--- src/rtl/camo_key_array.sv ---
// Array of 2-key-bit camouflaged cells with a serially loaded, parity-checked key.
// Define CAMO_OUT_REG_EN to register y_vec (1-cycle latency, resets to 0).
module camo_key_array #(
  parameter int NUM_CELLS  = 6,
  parameter bit PARITY_ODD = 1'b0
) (
  input  logic                                 clk,
  input  logic                                 rst,
  input  logic                                 key_start,
  input  logic                                 key_valid,
  input  logic                                 key_bit,
  input  logic [NUM_CELLS-1:0]                 a_vec,
  input  logic [NUM_CELLS-1:0]                 b_vec,
  output logic [NUM_CELLS-1:0]                 y_vec,
  output logic                                 key_locked,
  output logic                                 key_err,
  output logic                                 busy,
  output logic [$clog2(2*NUM_CELLS+2)-1:0]     bit_cnt
);

  localparam int KEY_W = 2 * NUM_CELLS;
  localparam int CNT_W = $clog2(KEY_W + 2);
  localparam logic [CNT_W-1:0] KEY_W_CNT = CNT_W'(KEY_W);
  localparam logic [CNT_W-1:0] CNT_ONE   = CNT_W'(1);

  typedef enum logic [2:0] {IDLE, SHIFT, CHECK, LOCKED, ERROR} state_t;

  state_t             state;
  logic [KEY_W-1:0]   shadow;
  logic [KEY_W-1:0]   active_key;
  logic               parity;
  logic [NUM_CELLS-1:0] y_comb;

  always_ff @(posedge clk or posedge rst) begin
    if (rst) begin
      state      <= IDLE;
      shadow     <= '0;
      active_key <= '0;
      parity     <= 1'b0;
      bit_cnt    <= '0;
      key_locked <= 1'b0;
      key_err    <= 1'b0;
      busy       <= 1'b0;
    end else if (key_start) begin
      // A restart from any state keeps the previously committed key live.
      state      <= SHIFT;
      shadow     <= '0;
      parity     <= 1'b0;
      bit_cnt    <= '0;
      key_locked <= 1'b0;
      key_err    <= 1'b0;
      busy       <= 1'b1;
    end else begin
      case (state)
        SHIFT: begin
          if (key_valid) begin
            parity  <= parity ^ key_bit;
            bit_cnt <= bit_cnt + CNT_ONE;
            if (bit_cnt < KEY_W_CNT) begin
              shadow <= {key_bit, shadow[KEY_W-1:1]};
            end else begin
              state <= CHECK;
            end
          end
        end
        CHECK: begin
          busy <= 1'b0;
          if (parity == PARITY_ODD) begin
            active_key <= shadow;
            key_locked <= 1'b1;
            state      <= LOCKED;
          end else begin
            active_key <= '0;
            key_err    <= 1'b1;
            state      <= ERROR;
          end
        end
        default: ;
      endcase
    end
  end

  always_comb begin
    y_comb = '1;
    for (int unsigned i = 0; i < NUM_CELLS; i++) begin
      if (active_key[2*i])
        y_comb[i] = a_vec[i] ^ b_vec[i];
      else if (active_key[2*i+1])
        y_comb[i] = ~(a_vec[i] | b_vec[i]);
      else
        y_comb[i] = ~(a_vec[i] & b_vec[i]);
    end
  end

`ifdef CAMO_OUT_REG_EN
  always_ff @(posedge clk or posedge rst) begin
    if (rst) y_vec <= '0;
    else     y_vec <= y_comb;
  end
`else
  assign y_vec = y_comb;
`endif

endmodule
--- config.mk ---
export PLATFORM = sky130hd
export DESIGN_NAME = camo_key_array
export DESIGN_NICKNAME = d
export VERILOG_FILES = /design/src/rtl/camo_key_array.sv
export SDC_FILE = /design/constraint.sdc
export NUM_CORES = 1
export LEC_CHECK = 0
export CAP_MARGIN = 15
export CELL_PAD_IN_SITES_DETAIL_PLACEMENT = 0
export CELL_PAD_IN_SITES_GLOBAL_PLACEMENT = 1
export CORE_MARGIN = 10
export CORE_UTILIZATION = 41
export DETAILED_ROUTE_END_ITERATION = 16
export PLACE_DENSITY = 0.8
export SLEW_MARGIN = 20
export SYNTH_ARGS = -nofsm -noshare
export SYNTH_HDL_FRONTEND = slang
export SYNTH_SLANG_ARGS = --single-unit
--- constraint.sdc ---
create_clock -name clk -period 2.1 [get_ports clk]
set_clock_uncertainty 0.2 [all_clocks]
set_input_delay 0.42 -clock clk [delete_from_list [all_inputs] [get_ports clk]]
set_output_delay 0.42 -clock clk [all_outputs]
set_load 0.01 [all_outputs]
==> impl_metrics.py, run 1 <==
metrics = {
    "worst_setup_path": {
        "slowest_delay_ns": 0.25,
        "critPathLaunchType": "input pin",
        "endpoint_kind": "output pin",
        "required_ns": 1.48,
        "crit_arrival_ns": 1.41,
        "crit_slowest_cell": "mux2_2",
        "cp_max_fo": 2,
        "crit_family": "buffers and inverters",
        "path_cells": "dlygate4sd2_1, inv_1, ha_1, nand2_1, o21ai_0, mux2_2, buf_2",
        "path_buf_inv": 3,
        "critPathKind": "in -> out",
    },
    "pwr": {
        "combPwrFrac": 0.107,
        "power.share.clock": 0.387,
        "power.density_nw_per_um2": 588,
        "internal-power_mw": 1.05,
        "seqPwrFrac": 0.507,
        "p_leak_nw": 1.11,
        "switching_share": 0.227,
        "ir_drop_uv": 366,
        "power.switching_uw": 309,
    },
    "logic_synthesis": {
        "ys_seq_area_frac": 0.465,
        "yosysTopAreaCellShare": 0.465,
        "synth-edff-count": 0,
        "synth_nets": 219,
        "synthArstFlopShare": 1.00,
        "synth_warnings": 0,
        "synth_area_sq_um": 1880,
        "synth_top_area_cell": "dfrtp_1",
        "netlist_top_cells_area": "dfrtp_1, ha_1, mux2i_1, nand2_1, nand2b_1",
        "ys_ff_latch": 35,
        "netlist_instances": 189,
        "syn_avg_cell_area_sq_um": 9.96,
        "ys_types": 30,
        "synth_ff_type": "dfrtp_1",
    },
    "run_status": {
        "status": "completed",
    },
    "timing": {
        "relSlewSlack": 0.681,
        "slew_violations": 0,
        "hold_violations": 0,
        "rsz0062_at_grt": "no",
        "setup_ws_ns": 0.0735,
        "max_freq_mhz": 493,
        "hold_ws_ns": 0.294,
        "period_minus_slack_ns": 2.03,
        "fin_crit_sh": 0.965,
        "tns_ns": 0,
        "worstMarginPinSlew_ns": 0.477,
        "setup_violations": 0,
    },
    "grt": {
        "grt_pass1_wl_mm": 6.09,
        "gr-total-overflow": 0,
        "grtUsageTotal": 0.0949,
        "grt_pass1_vias": 1374,
        "grt_max_degree": 36,
        "antenna_found_initial": 0,
    },
    "cells_and_area": {
        "fill_cells": 410,
        "diodes": 0,
        "synthToLayoutAreaGrowth_pct": 23.0,
        "nNetsFinal": 252,
        "final_cell_mix": "dfrtp_1, nand2_1, inv_1",
        "drive_gt1_frac": 0.152,
        "final_area_sq_um": 2320,
        "final_util": 0.525,
        "final_common_cell": "dfrtp_1",
    },
    "detailed_routing": {
        "drt_iter0_markers": 35,
        "drc": 0,
        "num_vias": 1331,
        "avgRoutedWirePerCell_um": 12.3,
        "wl_mm": 3.38,
        "post_drt_via_cell_ratio": 4.84,
        "drt_pass1_iterations": 4,
        "ant_nets": 0,
    },
    "job": {
        "drv_cap": 0,
    },
    "cts": {
        "htreeDepth": 2,
        "clk_pin_slew_ns": 0.07,
        "clk_path_buf_depth": 2,
        "post-cts-setup-buffers": 0,
        "clk_latency_ns": 0.28,
        "cts_root_buf": "clkbuf_8",
        "cts_sinks": 35,
        "cts_buffers": 5,
        "cts_tree": "built",
    },
    "floorplan": {
        "die_w_um": 87.8,
        "num_rows": 24,
        "design.die.area_sq_um": 7700,
        "start_util": 0.427,
        "die_h_um": 87.8,
        "core_region_area_sq_um": 4410,
        "io_pins": 30,
    },
    "place": {
        "dp_worst_setup_slack_ns": -0.553,
        "gp_congestion": 0.793,
        "io_buffers": 29,
        "dpl-instance-area_sq_um": 2240,
        "hpwl_mm": 2.44,
    },
    "min_path": {
        "hp-class": "reg -> reg",
    },
}
## worst register-to-register path: cells and delay by family, from the launching register on
kind                   cells  cell delay [ns]
AOI/OAI and AO/OA          1             0.06
buffers and inverters      1             0.19
DFF                        1             0.44
and+or+nand+nor            2             0.66
## power by group through the flow
stage / registers, mW / logic, mW / clock network, mW
3_5_place_dp: 0.703 / 0.159 / 0
2_1_floorplan: 0.703 / 0.0804 / 0
5_1_grt: 0.691 / 0.168 / 0.584
3_3_place_gp: 0.703 / 0.158 / 0
6_report: 0.690 / 0.146 / 0.527
4_1_cts: 0.690 / 0.150 / 0.540
## flip-flops by register name (all words and copies together) (netlist names)
| register | count |
|---|---|
| active_key | 12 |
| shadow | 12 |
| bit_cnt | 4 |
| state | 3 |
| busy | 1 |
| key_err | 1 |
| key_locked | 1 |
| parity | 1 |
## what timing repair did
| item | in CTS | in global routing |
|---|---|---|
| hold buffers | 0 | 0 |
| setup endpoints to repair | 6 | 1 |
| gates resized for setup | 39 | 2 |
## synth_stat cells, types with 2 or more instances
cell      number
a31oi_1        2
nand2_1       31
a21oi_1        5
inv_1         19
o21ai_1        5
clkbuf_1       3
buf_6          4
dfrtp_1       35
ha_1          13
o21ai_0        7
o21ai_2        8
a31o_2         2
nand2b_1      13
mux2i_1       14
buf_2          2
mux2_2         4
nor2_1         9
## metal layers
layer | GRT usage | routed length (um) | up-vias
li1 | - | - | 696
met3 | 0.0418 | 256 | 5
met2 | 0.155 | 1510 | 25
met4 | 0.0261 | 24 | 0
met1 | 0.110 | 1590 | 605
met5 | 0 | 0 | -
## cell type report
class / instances / area, sq um / area share
inverter: 19 / 71.3 / 0.0308
clock buffer: 8 / 100 / 0.0432
multi-input combinational: 126 / 873 / 0.377
tap: 52 / 65.1 / 0.0281
sequential: 35 / 876 / 0.378
timing repair buffer: 35 / 330 / 0.143
## final timing paths
path / endpoint / depth (start not counted) / slack, ns / start
worst min-delay path: active_key[2]$_DFFE_PP0P_ / 2 / 0.29 / active_key[2]$_DFFE_PP0P_
worst max register to register: active_key[8]$_DFFE_PP0P_ / 4 / 0.43 / state[0]$_DFFE_PP0P_
worst max-delay path: y_vec[0] / 7 / 0.07 / a_vec[0]
min in group asynchronous: key_err$_DFFE_PP0P_ / 3 / 0.33 / rst
worst min register to register: active_key[2]$_DFFE_PP0P_ / 2 / 0.29 / active_key[2]$_DFFE_PP0P_
max in group asynchronous: active_key[4]$_DFFE_PP0P_ / 3 / 1.05 / rst
## per-stage QoR
stage,std cells,power [mW]
after global placement,267,0.861
final,275,1.36
after detailed placement,267,0.862
after CTS,275,1.38
after global routing,275,1.44
after floorplan,189,0.783
## cell families after synthesis
group,synth area share
AND/OR/NAND/NOR,0.153
XOR/XNOR,0.00465
multiplexers,0.0983
flip-flops,0.465
adder cells (fa/ha/maj),0.0864
AO/OA/AOI/OAI,0.120
buffers and inverters,0.0731
Note: power is estimated with default switching activity, not from simulation.
==> run 2: changes to the inputs <==
--- a/config.mk
+++ b/config.mk
@@ -6,5 +6,5 @@
 export NUM_CORES = 1
 export LEC_CHECK = 0
-export CAP_MARGIN = 15
+export CAP_MARGIN = 20
 export CELL_PAD_IN_SITES_DETAIL_PLACEMENT = 0
 export CELL_PAD_IN_SITES_GLOBAL_PLACEMENT = 1
==> constraint.sdc (replaced) <==
create_clock -name clk -period 2.1 [get_ports clk]
set_clock_uncertainty 0.2 [all_clocks]
set_input_delay 0.315 -clock clk [delete_from_list [all_inputs] [get_ports clk]]
set_output_delay 0.315 -clock clk [all_outputs]
set_load 0.05 [all_outputs]
==> run 2 against run 1 <==
- die area did not move
- setup slack improved by 0.019 ns
- hold slack got worse by 0.078 ns
- first-iteration DRC count rose by 40%
- non-clock buffer count rose by 1
- utilization rose by 2.2 points
- critical path type is now reg -> out
- highest routed layer unchanged
- critical path depth fell by 6
- design area rose by 4.2%
- largest cell class is now multi-input gates
- flip-flop and latch count did not move
==> impl_metrics.py, run 2 (same netlist as run 1, synthesis figures left out) <==
metrics = {
    "grt": {
        "grt_max_degree": 36,
        "grt_pass1_vias": 1432,
        "grt_pass1_wl_mm": 6.20,
        "grtUsageTotal": 0.0991,
        "antenna_found_initial": 0,
        "gr-total-overflow": 0,
    },
    "timing": {
        "max_freq_mhz": 498,
        "rsz0062_at_grt": "no",
        "slew_violations": 0,
        "relSlewSlack": 0.663,
        "fin_crit_sh": 0.956,
        "worstMarginPinSlew_ns": 0.504,
        "period_minus_slack_ns": 2.01,
        "setup_violations": 0,
        "hold_ws_ns": 0.216,
        "hold_violations": 0,
    },
    "cells_and_area": {
        "nNetsFinal": 253,
        "stdcell_count": 276,
        "reg.largest.list": "active_key x12, shadow x12, bit_cnt x4",
        "drive_gt1_frac": 0.165,
        "synthToLayoutAreaGrowth_pct": 28.1,
        "final_cell_mix": "dfrtp_1, nand2_1, inv_1",
        "final_area_sq_um": 2410,
        "final_common_cell": "dfrtp_1",
        "final_util": 0.546,
        "diodes": 0,
    },
    "pwr": {
        "internal-power_mw": 1.07,
        "power.share.clock": 0.371,
        "seqPwrFrac": 0.489,
        "power.total_mw": 1.41,
        "combPwrFrac": 0.140,
        "switching_share": 0.240,
        "ir_drop_uv": 507,
        "power.density_nw_per_um2": 585,
        "p_leak_nw": 1.21,
        "power.switching_uw": 340,
    },
    "detailed_routing": {
        "wl_mm": 3.33,
        "post_drt_via_cell_ratio": 4.88,
        "drt_pass1_iterations": 4,
        "avgRoutedWirePerCell_um": 12.1,
        "num_vias": 1348,
        "drt_iter0_markers": 49,
        "drc": 0,
        "ant_nets": 0,
    },
    "worst_setup_path": {
        "required_ns": 1.58,
        "path_buf_inv": 1,
        "crit_arrival_ns": 1.49,
        "crit_family": "buffers and inverters",
        "endpoint_kind": "output pin",
        "critPathKind": "reg -> out",
        "critPathLaunchType": "register",
        "cp_max_fo": 4,
        "crit_slowest_cell": "clkdlybuf4s50_1",
        "path_cells": "clkdlybuf4s50_1",
        "slowest_delay_ns": 0.82,
    },
    "cts": {
        "cts_root_buf": "clkbuf_8",
        "clk_pin_slew_ns": 0.07,
        "cts_buffers": 5,
        "postCtsHoldBufs": 0,
        "cts_tree": "built",
        "htreeDepth": 2,
        "cts.repair.resized": 4,
        "clk_latency_ns": 0.28,
        "cts_sinks": 35,
        "post-cts-setup-buffers": 0,
        "clk_path_buf_depth": 2,
    },
    "floorplan": {
        "start_util": 0.427,
        "design.die.area_sq_um": 7700,
        "die_h_um": 87.8,
        "die_w_um": 87.8,
        "io_pins": 30,
        "core_region_area_sq_um": 4410,
        "num_rows": 24,
    },
    "place": {
        "gp_congestion": 0.751,
        "io_buffers": 29,
        "hpwl_mm": 2.39,
        "dpl-instance-area_sq_um": 2250,
        "place_inst": 268,
    },
    "run_status": {
        "status": "completed",
    },
    "min_path": {
        "hp-class": "in -> async",
    },
    "job": {
        "drv_cap": 0,
    },
}
run 2: changes by cell type in the layout (fill, tap and decap cells not counted):
cell             previous run  this run
buf_4                       4         7
clkdlybuf4s50_1            11        13
buf_12                      2         4
o21ai_0                     7         3
mux2_2                      3         2
buf_8                       0         4
dlymetal6s2s_1              0         8
mux2_4                      1         2
buf_6                       2         0
clkdlybuf4s15_1             2         0
buf_2                       4         0
dlygate4sd2_1              10         0
o21ai_1                     5         9
run 2: per-layer routing:
| metal | global-route usage | up-vias | share of wire |
|---|---|---|---|
| li1 | - | 694 | - |
| met1 | 0.112 | 623 | 0.45 |
| met2 | 0.154 | 26 | 0.45 |
| met3 | 0.0501 | 5 | 0.087 |
| met4 | 0.0435 | 0 | 0.017 |
| met5 | 0 | - | 0 |
run 2: stage by stage:
step            TNS, ns  setup slack (ns)
2_1_floorplan         0             0.292
3_3_place_gp    -0.0138          -0.00795
3_5_place_dp    -0.0581           -0.0302
4_1_cts        -0.00311          -0.00311
5_1_grt               0            0.0201
6_report              0            0.0928
run 2: worst reg2reg max path, delay by kind of cell (launching register included):
family,cells,cell delay (ns)
and+or+nand+nor,2,0.68
AOI/OAI and AO/OA,1,0.05
DFF,1,0.45
buffers and inverters,1,0.19
run 2: power by group through the flow:
stage	Sequential [mW]	Combinational [mW]	Clock, mW
2_1_floorplan	0.716	0.0994	0
4_1_cts	0.690	0.199	0.542
6_report	0.690	0.198	0.524
5_1_grt	0.691	0.220	0.577
3_3_place_gp	0.703	0.194	0
3_5_place_dp	0.703	0.195	0
run 2: cell type report:
cell class,count,area (sq um)
Timing Repair Buffer,36,423
Clock buffer,8,100
Sequential cell,35,876
Tap cell,52,65.1
Fill cell,406,2000
Multi-Input combinational cell,126,877
Inverter,19,71.3
run 2: worst paths after layout:
path                                        endpoint  slack (ns)                      start  cells past startpoint
min in group clk           active_key[0]$_DFFE_PP0P_        0.30  active_key[0]$_DFFE_PP0P_                      2
max                                       bit_cnt[1]        0.09     bit_cnt[1]$_DFFE_PP0P_                      1
max reg2reg                active_key[6]$_DFFE_PP0P_        0.42       state[0]$_DFFE_PP0P_                      4
min                                 busy$_DFFE_PP0P_        0.22                        rst                      3
min reg2reg                active_key[0]$_DFFE_PP0P_        0.30  active_key[0]$_DFFE_PP0P_                      2
max in group asynchronous  active_key[3]$_DFFE_PP0P_        1.16                        rst                      3
==> run 3: changes to the inputs <==
- RECOVER_POWER: unset -> 100
- REMOVE_ABC_BUFFERS: unset -> 1
==> run 3 against run 2 <==
- combinational power shrank 7%
- non-clock buffer count grew 1
- routed wire length grew 4.4%
- global-route usage shrank 0.13 points
- clock-buffer cell count shrank 1
- clock power shrank 13%
- cell count grew 0.36%
- hold slack gained 0.077 ns
- fmax shrank 2.0%
- critical path type is now in -> out
- critical endpoint is now y_vec[5]
- largest cell class is now flip-flops and latches
==> impl_metrics.py, run 3 (same netlist as run 1, synthesis figures left out) <==
metrics = {
    "detailed_routing": {
        "ant_nets": 0,
        "drc": 0,
        "post_drt_via_cell_ratio": 4.75,
        "num_vias": 1317,
        "wl_mm": 3.48,
        "drt_pass1_iterations": 4,
        "avgRoutedWirePerCell_um": 12.6,
        "drt_iter0_markers": 47,
    },
    "cells_and_area": {
        "reg.largest.list": "active_key x12, shadow x12, bit_cnt x4",
        "synthToLayoutAreaGrowth_pct": 23.1,
        "drive_gt1_frac": 0.129,
        "final_util": 0.525,
        "diodes": 0,
        "nNetsFinal": 254,
        "fill_cells": 432,
        "final_cell_mix": "dfrtp_1, nand2_1, inv_1",
        "final_common_cell": "dfrtp_1",
    },
    "timing": {
        "worstMarginPinSlew_ns": 0.896,
        "hold_ws_ns": 0.293,
        "fin_crit_sh": 0.975,
        "hold_violations": 0,
        "setup_ws_ns": 0.0520,
        "relSlewSlack": 0.403,
        "period_minus_slack_ns": 2.05,
        "setup_violations": 0,
        "slew_violations": 0,
        "max_freq_mhz": 488,
        "rsz0062_at_grt": "no",
    },
    "worst_setup_path": {
        "crit_slowest_cell": "clkdlybuf4s50_1",
        "critPathKind": "in -> out",
        "crit_arrival_ns": 1.53,
        "path_cells": "clkdlybuf4s50_1, inv_1, ha_1, nand2_1, o21ai_1, mux2_4, buf_8",
        "critPathLaunchType": "input pin",
        "required_ns": 1.58,
        "slowest_delay_ns": 0.47,
        "endpoint_kind": "output pin",
        "cp_max_fo": 2,
    },
    "job": {
        "drv_cap": 0,
    },
    "cts": {
        "cts_tree": "built",
        "clk_pin_slew_ns": 0.06,
        "htreeDepth": 2,
        "cts_sinks": 35,
        "cts_buffers": 5,
        "cts_root_buf": "clkbuf_8",
        "clk_path_buf_depth": 2,
        "clk_latency_ns": 0.28,
    },
    "place": {
        "io_buffers": 29,
        "hpwl_mm": 2.48,
        "dp_worst_setup_slack_ns": -0.0429,
        "gp_congestion": 0.745,
    },
    "min_path": {
        "hp-class": "reg -> reg",
    },
    "grt": {
        "grt_max_degree": 36,
        "antenna_found_initial": 0,
        "grtUsageTotal": 0.0978,
        "gr-total-overflow": 0,
        "grt_pass1_wl_mm": 6.04,
        "grt_pass1_vias": 1370,
    },
    "floorplan": {
        "num_rows": 24,
        "io_pins": 30,
        "design.die.area_sq_um": 7700,
        "core_region_area_sq_um": 4410,
        "die_h_um": 87.8,
        "start_util": 0.427,
        "die_w_um": 87.8,
    },
    "pwr": {
        "p_leak_nw": 1.17,
        "power.total_mw": 1.33,
        "ir_drop_uv": 319,
        "power.density_nw_per_um2": 574,
    },
    "run_status": {
        "status": "completed",
    },
}
## run 3: per-stage QoR
step / area [sq um] / setup TNS, ns / instances
2_1_floorplan: 1820 / -0.170 / 180
3_3_place_gp: 2260 / -0.0322 / 269
3_5_place_dp: 2260 / -0.0876 / 269
4_1_cts: 2370 / 0 / 277
5_1_grt: 2320 / 0 / 277
6_report: 2320 / 0 / 277
## run 3: routing by layer
metal  global-route usage  part of all wire
met2                0.153              0.45
met3               0.0492             0.066
met4               0.0348             0.019
met1                0.113              0.47
met5                    0                 0
## run 3: final timing paths
path | from | end | slack [ns] | cells after the start
min | active_key[2]$_DFFE_PP0P_ | active_key[2]$_DFFE_PP0P_ | 0.29 | 2
max reg2reg | state[2]$_DFFE_PP0P_ | active_key[11]$_DFFE_PP0P_ | 0.22 | 4
max in group asynchronous | rst | parity$_DFFE_PP0P_ | 0.61 | 3
min in group asynchronous | rst | active_key[4]$_DFFE_PP0P_ | 0.53 | 3
max | b_vec[5] | y_vec[5] | 0.05 | 7
min reg2reg | active_key[2]$_DFFE_PP0P_ | active_key[2]$_DFFE_PP0P_ | 0.29 | 2
## run 3: worst max-delay path: cells and delay by family
| kind | cells | cell delay (ns) |
|---|---|---|
| simple gates | 1 | 0.05 |
| mux | 1 | 0.27 |
| fa+ha+maj | 1 | 0.16 |
| compound gates | 1 | 0.06 |
| buf+inv | 3 | 0.66 |
## run 3: timing repair
action / CTS / global route
endpoints found under the setup margin: 4 / 5
hold buffers: 0 / 0
gates resized for setup: 12 / 13
pin swaps: 0 / 2
setup buffers: 0 / 0
## run 3: final cells by class
cell class | instances | area, sq um | share of cell area
Clock inverter | 1 | 5.00 | 0.00216
Tap cell | 52 | 65.1 | 0.0281
Sequential cell | 35 | 876 | 0.378
Timing Repair Buffer | 37 | 362 | 0.156
Multi-Input combinational cell | 126 | 862 | 0.372
Inverter | 19 | 71.3 | 0.0308
Clock buffer | 7 | 76.3 | 0.0329
## run 3: power by group
part	switching, mW	leakage, nW	internal, mW	total (mW)
Clock	0.222	0.0422	0.232	0.454
Sequential	0.00764	0.476	0.682	0.690
Combinational	0.107	0.657	0.0778	0.185
Total	0.337	1.17	0.992	1.33
